==> src/rtl/xbar_cfg_pkg.sv <==
// Shared types and default sizing for the crossbar select loader and the crossbar it feeds.
package xbar_cfg_pkg;

   localparam int DEF_NUM_IN  = 31;
   localparam int DEF_NUM_OUT = 40;
   localparam int DEF_SEL_W   = 5;

   typedef enum logic [1:0] {
      IDLE   = 2'd0,
      LOAD   = 2'd1,
      COMMIT = 2'd2
   } cfg_state_t;

   function automatic int idx_width(input int num_out);
      return (num_out > 1) ? $clog2(num_out) : 1;
   endfunction

endpackage

==> src/rtl/xbar_cfg_bank.sv <==
// Shadow select bank written one slot per beat, plus the active bank loaded from it in one
// cycle so the crossbar only ever sees a complete select vector.
module xbar_cfg_bank
   import xbar_cfg_pkg::*;
#(
   parameter int NUM_OUT = DEF_NUM_OUT,
   parameter int SEL_W   = DEF_SEL_W,
   parameter int IDX_W   = idx_width(DEF_NUM_OUT)
) (
   input  logic                     clk,
   input  logic                     reset,
   input  logic                     i_wr_en,
   input  logic [IDX_W-1:0]         i_wr_idx,
   input  logic [SEL_W-1:0]         i_wr_data,
   input  logic                     i_commit,
   output logic [NUM_OUT*SEL_W-1:0] o_active
);

   logic [NUM_OUT*SEL_W-1:0] r_shadow;
   logic [NUM_OUT*SEL_W-1:0] r_active;

   always_ff @(posedge clk or posedge reset) begin
      if (reset) begin
         r_shadow <= '0;
         r_active <= '0;
      end else begin
         if (i_wr_en)
            r_shadow[32'(i_wr_idx) * SEL_W +: SEL_W] <= i_wr_data;
         if (i_commit)
            r_active <= r_shadow;
      end
   end

   assign o_active = r_active;

endmodule

==> src/rtl/xbar_cfg_loader.sv <==
// Writer side of the crossbar select interface: streams NUM_OUT selects into a shadow bank
// and commits them atomically. Define XBAR_CFG_RANGE_CHECK_EN to reject loads with selects >= NUM_IN.
module xbar_cfg_loader
   import xbar_cfg_pkg::*;
#(
   parameter int NUM_IN  = DEF_NUM_IN,
   parameter int NUM_OUT = DEF_NUM_OUT,
   parameter int SEL_W   = DEF_SEL_W
) (
   input  logic                     clk,
   input  logic                     reset,
   input  logic                     io_cfg_start,
   input  logic                     io_cfg_valid,
   output logic                     io_cfg_ready,
   input  logic [SEL_W-1:0]         io_cfg_data,
   output logic                     io_cfg_busy,
   output logic                     io_cfg_done,
   output logic                     io_cfg_err,
   output logic [NUM_OUT*SEL_W-1:0] io_mux_configs
);

   localparam int               IDX_W    = idx_width(NUM_OUT);
   localparam logic [IDX_W-1:0] LAST_IDX = IDX_W'(NUM_OUT - 1);

   if ((1 << SEL_W) < NUM_IN) begin : g_sel_w_too_narrow
      $error("SEL_W cannot encode every crossbar input");
   end

   cfg_state_t       r_state;
   logic [IDX_W-1:0] r_idx;
   logic             r_ready;
   logic             r_busy;
   logic             r_done;
   logic             w_beat;
   logic             w_commit;

   // A start in LOAD wins over a beat presented in the same cycle.
   assign w_beat   = r_ready && io_cfg_valid && !io_cfg_start;
   assign w_commit = (r_state == COMMIT);

`ifdef XBAR_CFG_RANGE_CHECK_EN
   logic r_err;
   logic w_bad;
   assign w_bad      = w_beat && (32'(io_cfg_data) >= 32'(NUM_IN));
   assign io_cfg_err = r_err;
`else
   assign io_cfg_err = 1'b0;
`endif

   always_ff @(posedge clk or posedge reset) begin
      if (reset) begin
         r_state <= IDLE;
         r_idx   <= '0;
         r_ready <= 1'b0;
         r_busy  <= 1'b0;
         r_done  <= 1'b0;
`ifdef XBAR_CFG_RANGE_CHECK_EN
         r_err   <= 1'b0;
`endif
      end else begin
         r_done <= 1'b0;
         case (r_state)
            IDLE: begin
               if (io_cfg_start) begin
                  r_state <= LOAD;
                  r_idx   <= '0;
                  r_ready <= 1'b1;
                  r_busy  <= 1'b1;
`ifdef XBAR_CFG_RANGE_CHECK_EN
                  r_err   <= 1'b0;
`endif
               end
            end
            LOAD: begin
               if (io_cfg_start) begin
                  r_idx <= '0;
`ifdef XBAR_CFG_RANGE_CHECK_EN
                  r_err <= 1'b0;
`endif
               end else if (w_beat) begin
`ifdef XBAR_CFG_RANGE_CHECK_EN
                  if (w_bad)
                     r_err <= 1'b1;
`endif
                  if (r_idx == LAST_IDX) begin
                     r_ready <= 1'b0;
`ifdef XBAR_CFG_RANGE_CHECK_EN
                     // A bad select anywhere in the sequence abandons the commit.
                     if (r_err || w_bad) begin
                        r_state <= IDLE;
                        r_busy  <= 1'b0;
                     end else begin
                        r_state <= COMMIT;
                     end
`else
                     r_state <= COMMIT;
`endif
                  end else begin
                     r_idx <= r_idx + 1'b1;
                  end
               end
            end
            COMMIT: begin
               r_state <= IDLE;
               r_busy  <= 1'b0;
               r_done  <= 1'b1;
            end
            default: begin
               r_state <= IDLE;
               r_ready <= 1'b0;
               r_busy  <= 1'b0;
            end
         endcase
      end
   end

   xbar_cfg_bank #(
      .NUM_OUT (NUM_OUT),
      .SEL_W   (SEL_W),
      .IDX_W   (IDX_W)
   ) u_bank (
      .clk       (clk),
      .reset     (reset),
      .i_wr_en   (w_beat),
      .i_wr_idx  (r_idx),
      .i_wr_data (io_cfg_data),
      .i_commit  (w_commit),
      .o_active  (io_mux_configs)
   );

   assign io_cfg_ready = r_ready;
   assign io_cfg_busy  = r_busy;
   assign io_cfg_done  = r_done;

endmodule

==> config.mk <==
export PLATFORM = sky130hd
export DESIGN_NAME = xbar_cfg_loader
export DESIGN_NICKNAME = d
export VERILOG_FILES = /design/src/rtl/xbar_cfg_pkg.sv /design/src/rtl/xbar_cfg_bank.sv /design/src/rtl/xbar_cfg_loader.sv
export SDC_FILE = /design/constraint.sdc
export NUM_CORES = 1
export LEC_CHECK = 0
export ABC_AREA = 1
export BUFFER_PORTS_ARGS = -buffer_cell sky130_fd_sc_hd__buf_2
export CORE_UTILIZATION = 30
export CTS_BUF_LIST = sky130_fd_sc_hd__clkbuf_4
export DETAILED_ROUTE_END_ITERATION = 7
export MAX_ROUTING_LAYER = met4
export PLACE_DENSITY = 0.53
export SLEW_MARGIN = 25
export SYNTH_ARGS = -nofsm -noshare
export SYNTH_HDL_FRONTEND = slang
export SYNTH_SLANG_ARGS = --single-unit
export TNS_END_PERCENT = 5
==> constraint.sdc <==
create_clock -name clk -period 15.94 [get_ports clk]
set_input_delay 1.594 -clock clk [delete_from_list [all_inputs] [get_ports clk]]
set_output_delay 1.594 -clock clk [all_outputs]
set_load 0.02 [all_outputs]
==> results of run 1 <==
[worst reg2reg max path, cell delays in order (launching register included)]
cell     delay, ns
dfrtp_1       0.46
inv_1         0.43
ha_1          0.29
inv_1         0.05
nor2_1        0.13
nand3_1       0.14
nand2_4       0.16
inv_4         0.11
nor2_4        0.50
buf_4         0.66
nand2_1       0.32
nand2_1       0.13
nand2_1       0.06
[flip-flops by register name, summed over array words and instances, names as in the netlist]
name / flops
io_cfg_done: 1
io_cfg_busy: 1
u_bank.r_shadow: 200
io_cfg_ready: 1
u_bank.o_active: 200
r_state: 2
r_idx: 6
[report_power, final]
part	switching, mW	internal (mW)
clock	0.440	0.470
combinational	0.105	0.0172
sequential	0.00233	1.04
total	0.548	1.53
[path summary, 6_finish.rpt]
path	start	endpoint	cells past startpoint	slack (ns)
max	r_idx[0]	u_bank.r_shadow[147]	12	12.37
min	u_bank.r_shadow[144]	u_bank.o_active[144]	2	0.45
max reg2reg	r_idx[0]	u_bank.r_shadow[147]	12	12.37
min reg2reg	u_bank.r_shadow[144]	u_bank.o_active[144]	2	0.45
max in group asynchronous	reset	u_bank.o_active[22]	4	13.10
min in group asynchronous	reset	u_bank.o_active[94]	2	0.86
[placed cells by master (no fill, tap or decap), types with 2 or more instances in the layout]
cell	count
clkinv_2	3
nor3_1	7
nand2_2	5
inv_2	8
nor3_2	2
o21ai_1	2
diode_2	5
nand3_1	207
nor2_8	2
a21oi_1	2
inv_1	74
nor2_4	12
nand4_1	4
o21ai_0	56
clkbuf_4	158
buf_2	211
dfrtp_1	411
nand2_1	1009
ha_1	6
nor2_2	10
buf_4	9
nor2_1	48
nand2_4	2
clkinv_1	27
clkinvlp_4	2
[final cells by class]
| type | instances | area, µm² |
|---|---|---|
| Antenna cell | 5 | 12.5 |
| Clock buffer | 158 | 1190 |
| Clock inverter | 36 | 178 |
| Fill cell | 5853 | 35500 |
| Inverter | 83 | 332 |
| Multi-Input combinational cell | 1381 | 5810 |
| Sequential cell | 411 | 10300 |
| Tap cell | 748 | 936 |
| Timing Repair Buffer | 221 | 1130 |
[stage by stage]
stage,instance area [µm²],power [mW],hold slack (ns)
detailed placement,18500,1.19,0.453
finish,19900,2.08,0.448
global placement,18500,1.19,0.450
CTS,19900,2.12,0.464
global route,19900,2.18,0.490
floorplan,16900,1.16,0.442
[metal layers]
layer	wire length (µm)	vias up	track usage	part of all wire
li1	-	6687	-	-
met1	22100	6580	0.225	0.45
met2	23500	323	0.284	0.47
met3	2620	94	0.0418	0.053
met4	1240	0	0.0719	0.025
met5	0	-	-	0
[kinds of logic (layout without fill, tap and decap cells)]
| group | Yosys count | after routing | share of synthesized area |
|---|---|---|---|
| xor gates and xnor gates | 1 | 1 | 0.000518 |
| and+or+nand+nor | 1310 | 1310 | 0.319 |
| DFF | 411 | 411 | 0.608 |
| buffers and inverters | 177 | 498 | 0.0483 |
| other | 1 | 6 | 0.000222 |
| adders and majority gates | 6 | 6 | 0.00444 |
| AOI/OAI and AO/OA | 63 | 63 | 0.0190 |
==> metrics, run 1 <==
dpl cells 2,844; Max rail drop VDD 37.2 µV; Root Driver clkbuf_4; Via-to-Cell Ratio 4.50; Synth top cells by count 1,009 x nand2_1, 411 x dfrtp_1, 207 x nand3_1; critical path class reg2reg; final worst setup slack 12.37 ns; IO Count 213; Core Region 55,400 µm²; first-pass GRT wire length 77,400 µm; Post-synth ARST share 1.00; wirelength, routed 49,500 µm; most frequent CP cell nand2_1; drt wl/cell 16.3 µm; post-layout util 0.359; Fin. Hold Viols 0; # clock sinks 411; #FFs+latches synth 411; clk_lat worst skew 0.86 ns; Port Buf Inserts 211; H-tree depth 3; overall die width 239 µm; Ys Warns 0; Slowest-stage cell, CP buf_4; post-synth cell types 32; clock slew seen by the registers of the worst setup and hold paths 0.06 ns; Starting Density 0.305; Most used DFF post-synth dfrtp_1; Crit path largest cell delay 0.66 ns; post-CTS setup buffer count 0; grt total ovfl 0; Max-Cap Viols 0; CP startpoint kind register; CTS Buffer Depth 3; critical path cell sequence inv_1 > ha_1 > inv_1 > nor2_1 > nand3_1 > nand2_4 > inv_4 > nor2_4 > buf_4 > nand2_1 > nand2_1 > nand2_1; Die H 239 µm; CP Max Fanout 72; EDFF count, synth 0; status finished clean; CTS tree built; Final Critical Period 3.57 ns; Slew @ Worst Pin 1.01 ns; top-count cell post-synth nand2_1; HP Class reg2reg; post-place setup slack 11.57 ns; remaining antenna violation count 0; Cell Rows 86; setup TNS 0 ns; Layout area overhead 17.6%; CTS buffer count 109; maximum number of pins on one net before global-route repair 139; max frequency 280 MHz; DR iter-0 viols 839; Tcrit/Tclk final 0.224; critical path buffer and inverter count 4; post_cts resized 0; Relative slew margins 0.328; non-filler cells, final 3,043; vias in the first global route 13,900; cell taking the most area after synthesis dfrtp_1; share of the synthesized area in the top cell type 0.608; NumNets Final 2,222; post-DP HPWL 34,100 µm; PD cells 105 nW/µm²; Leakage Power 11.7 nW; Global Route Usage Sum 0.181; register area share after synthesis 0.608; cell family with the largest share of critical-path delay simple AND/OR/NAND/NOR gates; drt pass-1 iters 5; Worst Skew 0.0533 ns; RSZ-0062 raised after global routing false; Via Count 13,700; Mapped Nets 1,984; DIE AREA 57,300 µm²; crit path DAT 4.29 ns; Syn Area/Cell 8.58 µm²; initial antenna violation count 5; final setup vio count 0; Synth Cell Area 16,900 µm²; Post-route DRC 0; gp weighted congestion 0.837; crit end category register; cts hold-fix bufs 0; post-synthesis cell count 1,969; Req. time, crit path 16.66 ns; synth top area cells dfrtp_1 61%, nand2_1 22%, nand3_1 6.1%, inv_1 1.7%, o21ai_0 1.7%; layout cells sized above 1 0.189; Slew Viols, Final 0
No activity file was read; power rests on OpenSTA's default activity.
==> inputs of run 2 (changes only) <==
==> constraint.sdc (replaced) <==
create_clock -name clk -period 3.3 [get_ports clk]
set_input_delay 0.33 -clock clk [delete_from_list [all_inputs] [get_ports clk]]
set_output_delay 0.33 -clock clk [all_outputs]
set_load 0.02 [all_outputs]
==> run 2 against run 1 <==
Net effect: first-iteration DRC count is 6.6% higher; via count up 0.72%; cell area increased by 2.0%; die area is the same; wire length is 0.87% lower; non-clock buffer count is 27 higher; clock skew fell by 0.0055 ns; critical endpoint is now u_bank.r_shadow[163]; largest power group unchanged.
==> metrics, run 2 (same netlist as run 1, synthesis figures left out) <==
Placed Area 18,700 µm²; Net Switching 2.59 mW; area of the multi-input gates 5810 µm²; Layout area overhead 20.0%; drt pass-1 iters 7; vias in the first global route 13,800; final-layout fill cell count 5,775; CTS Buffer Depth 3; Worst Skew 0.0478 ns; CTS tree built; critical path class reg2reg; RSZ-0062 raised after global routing false; initial antenna violation count 4; fin area 20,300 µm²; dpl cells 2,862; clk_lat worst skew 0.88 ns; IO Count 213; remaining antenna violation count 0; first-pass GRT wire length 77,500 µm; Worst R2R Setup Slack 0.63 ns; CTS buffer count 110; Port Buf Inserts 211; HP Class in2async; Cell Int Power 7.76 mW; PD cells 511 nW/µm²; Logic pwr share 0.059; Relative slew margins 0.418; Final Total Pwr 10.4 mW; Tcrit/Tclk final 0.809; maximum number of pins on one net before global-route repair 177; drt wl/cell 16.0 µm; status finished clean; r2r endpoint u_bank.r_shadow[163]; Post-route DRC 0; wirelength, routed 49,000 µm; Sequential Area 10,300 µm²; most frequent cells in the layout 1,009 x nand2_1, 411 x dfrtp_1, 211 x buf_2; Die H 239 µm; Leakage Power 11.9 nW; layout cells sized above 1 0.199; R2R Path Start r_idx[0]; overall die width 239 µm; DR iter-0 viols 894; Clk pwr share 0.453; Via-to-Cell Ratio 4.50; Sw Share 0.250; CP endpoint u_bank.r_shadow[163]; NumNets Final 2,250; final setup vio count 0; Via Count 13,800; Req. time, crit path 4.05 ns; Root Driver clkbuf_4; leading cell type in the layout, fill and taps excluded nand2_1; Slew Viols, Final 0; post_cts resized 0; post-DP HPWL 34,400 µm; Core Region 55,400 µm²; hold slack 0.203 ns; # clock sinks 411; Worst Setup SP r_idx[0]; R2R depth 11; Slew @ Worst Pin 0.872 ns; post-layout util 0.366; Starting Density 0.305; crit end category register; crit path DAT 3.42 ns; H-tree depth 3; CP Max Fanout 16; max frequency 375 MHz; Max rail drop VDD 272 µV; clock slew seen by the registers of the worst setup and hold paths 0.06 ns; Cell Rows 86; gp weighted congestion 0.845; Max-Cap Viols 0; Fin. Hold Viols 0; power share of the sequential group 0.488; DIE AREA 57,300 µm²; Final Critical Period 2.67 ns; CP startpoint kind register; non-filler cells, final 3,064; Global Route Usage Sum 0.180; grt total ovfl 0
## run 2: changes by cell type in the layout (fill, tap and decap cells not counted), moves of 3 or more
cell and change:
buf_12 +8, clkinv_1 -15, buf_4 +11, bufinv_16 +3
inv_2 -3, clkbuf_4 +10, dlygate4sd3_1 +9
## run 2: timing repair
item,CTS,global route
setup endpoints to repair,0,0
hold buffers,9,0
buffers inserted,0,0
endpoints found under the hold margin,88,0
## run 2: worst max-delay path, cell delays in order (launching register included)
cell and delay [ns]:
dfrtp_1 0.45, inv_1 0.09, buf_4 0.20, ha_1 0.24, nand3_1 0.15, nand2_1 0.07
inv_1 0.23, nand3_1 0.22, nor2_2 0.48, nand2_1 0.24, nand2_1 0.12, nand2_1 0.05
## run 2: area by class of cell
cell class | count | area share
flip-flops and latches | 411 | 0.507
multi-input cells | 1381 | 0.287
repair buffers | 248 | 0.0718
clock buffers | 168 | 0.0622
well taps | 748 | 0.0462
inverters | 83 | 0.0159
clock inverters | 21 | 0.00975
diodes | 4 | 0.000494
## run 2: how the worst min path moves through the flow
stage / slack (ns) / cells past startpoint / to / from
floorplan: 0.44 / 2 / u_bank.r_shadow[0] / u_bank.r_shadow[0]
global placement: 0.45 / 2 / u_bank.o_active[125] / u_bank.o_active[125]
detailed placement: 0.45 / 2 / u_bank.o_active[91] / u_bank.o_active[91]
CTS: 0.13 / 3 / u_bank.r_shadow[64] / reset
global route: 0.22 / 3 / u_bank.r_shadow[144] / reset
finish: 0.20 / 3 / u_bank.r_shadow[143] / reset
## run 2: layer usage
layer | share of wire | vias to the layer above | global-route usage
met2 | 0.47 | 385 | 0.280
met4 | 0.022 | 0 | 0.0682
li1 | - | 6754 | -
met1 | 0.45 | 6573 | 0.229
met5 | 0 | - | -
met3 | 0.060 | 70 | 0.0419
## run 2: power by group through the flow
stage	logic [mW]	registers, mW	clock network [mW]
5_1_grt	0.680	5.05	5.14
3_5_place_dp	0.611	5.15	0
2_1_floorplan	0.445	5.15	0
4_1_cts	0.620	5.05	4.86
3_3_place_gp	0.604	5.15	0
6_report	0.615	5.05	4.69
## run 2: stage by stage
| step | TNS (ns) | setup slack (ns) |
|---|---|---|
| after CTS | 0 | 0.649 |
| after global routing | 0 | 0.427 |
| after global placement | 0 | 0.734 |
| after floorplan | -1056.12 | -2.57 |
| after detailed placement | 0 | 0.678 |
| final | 0 | 0.631 |
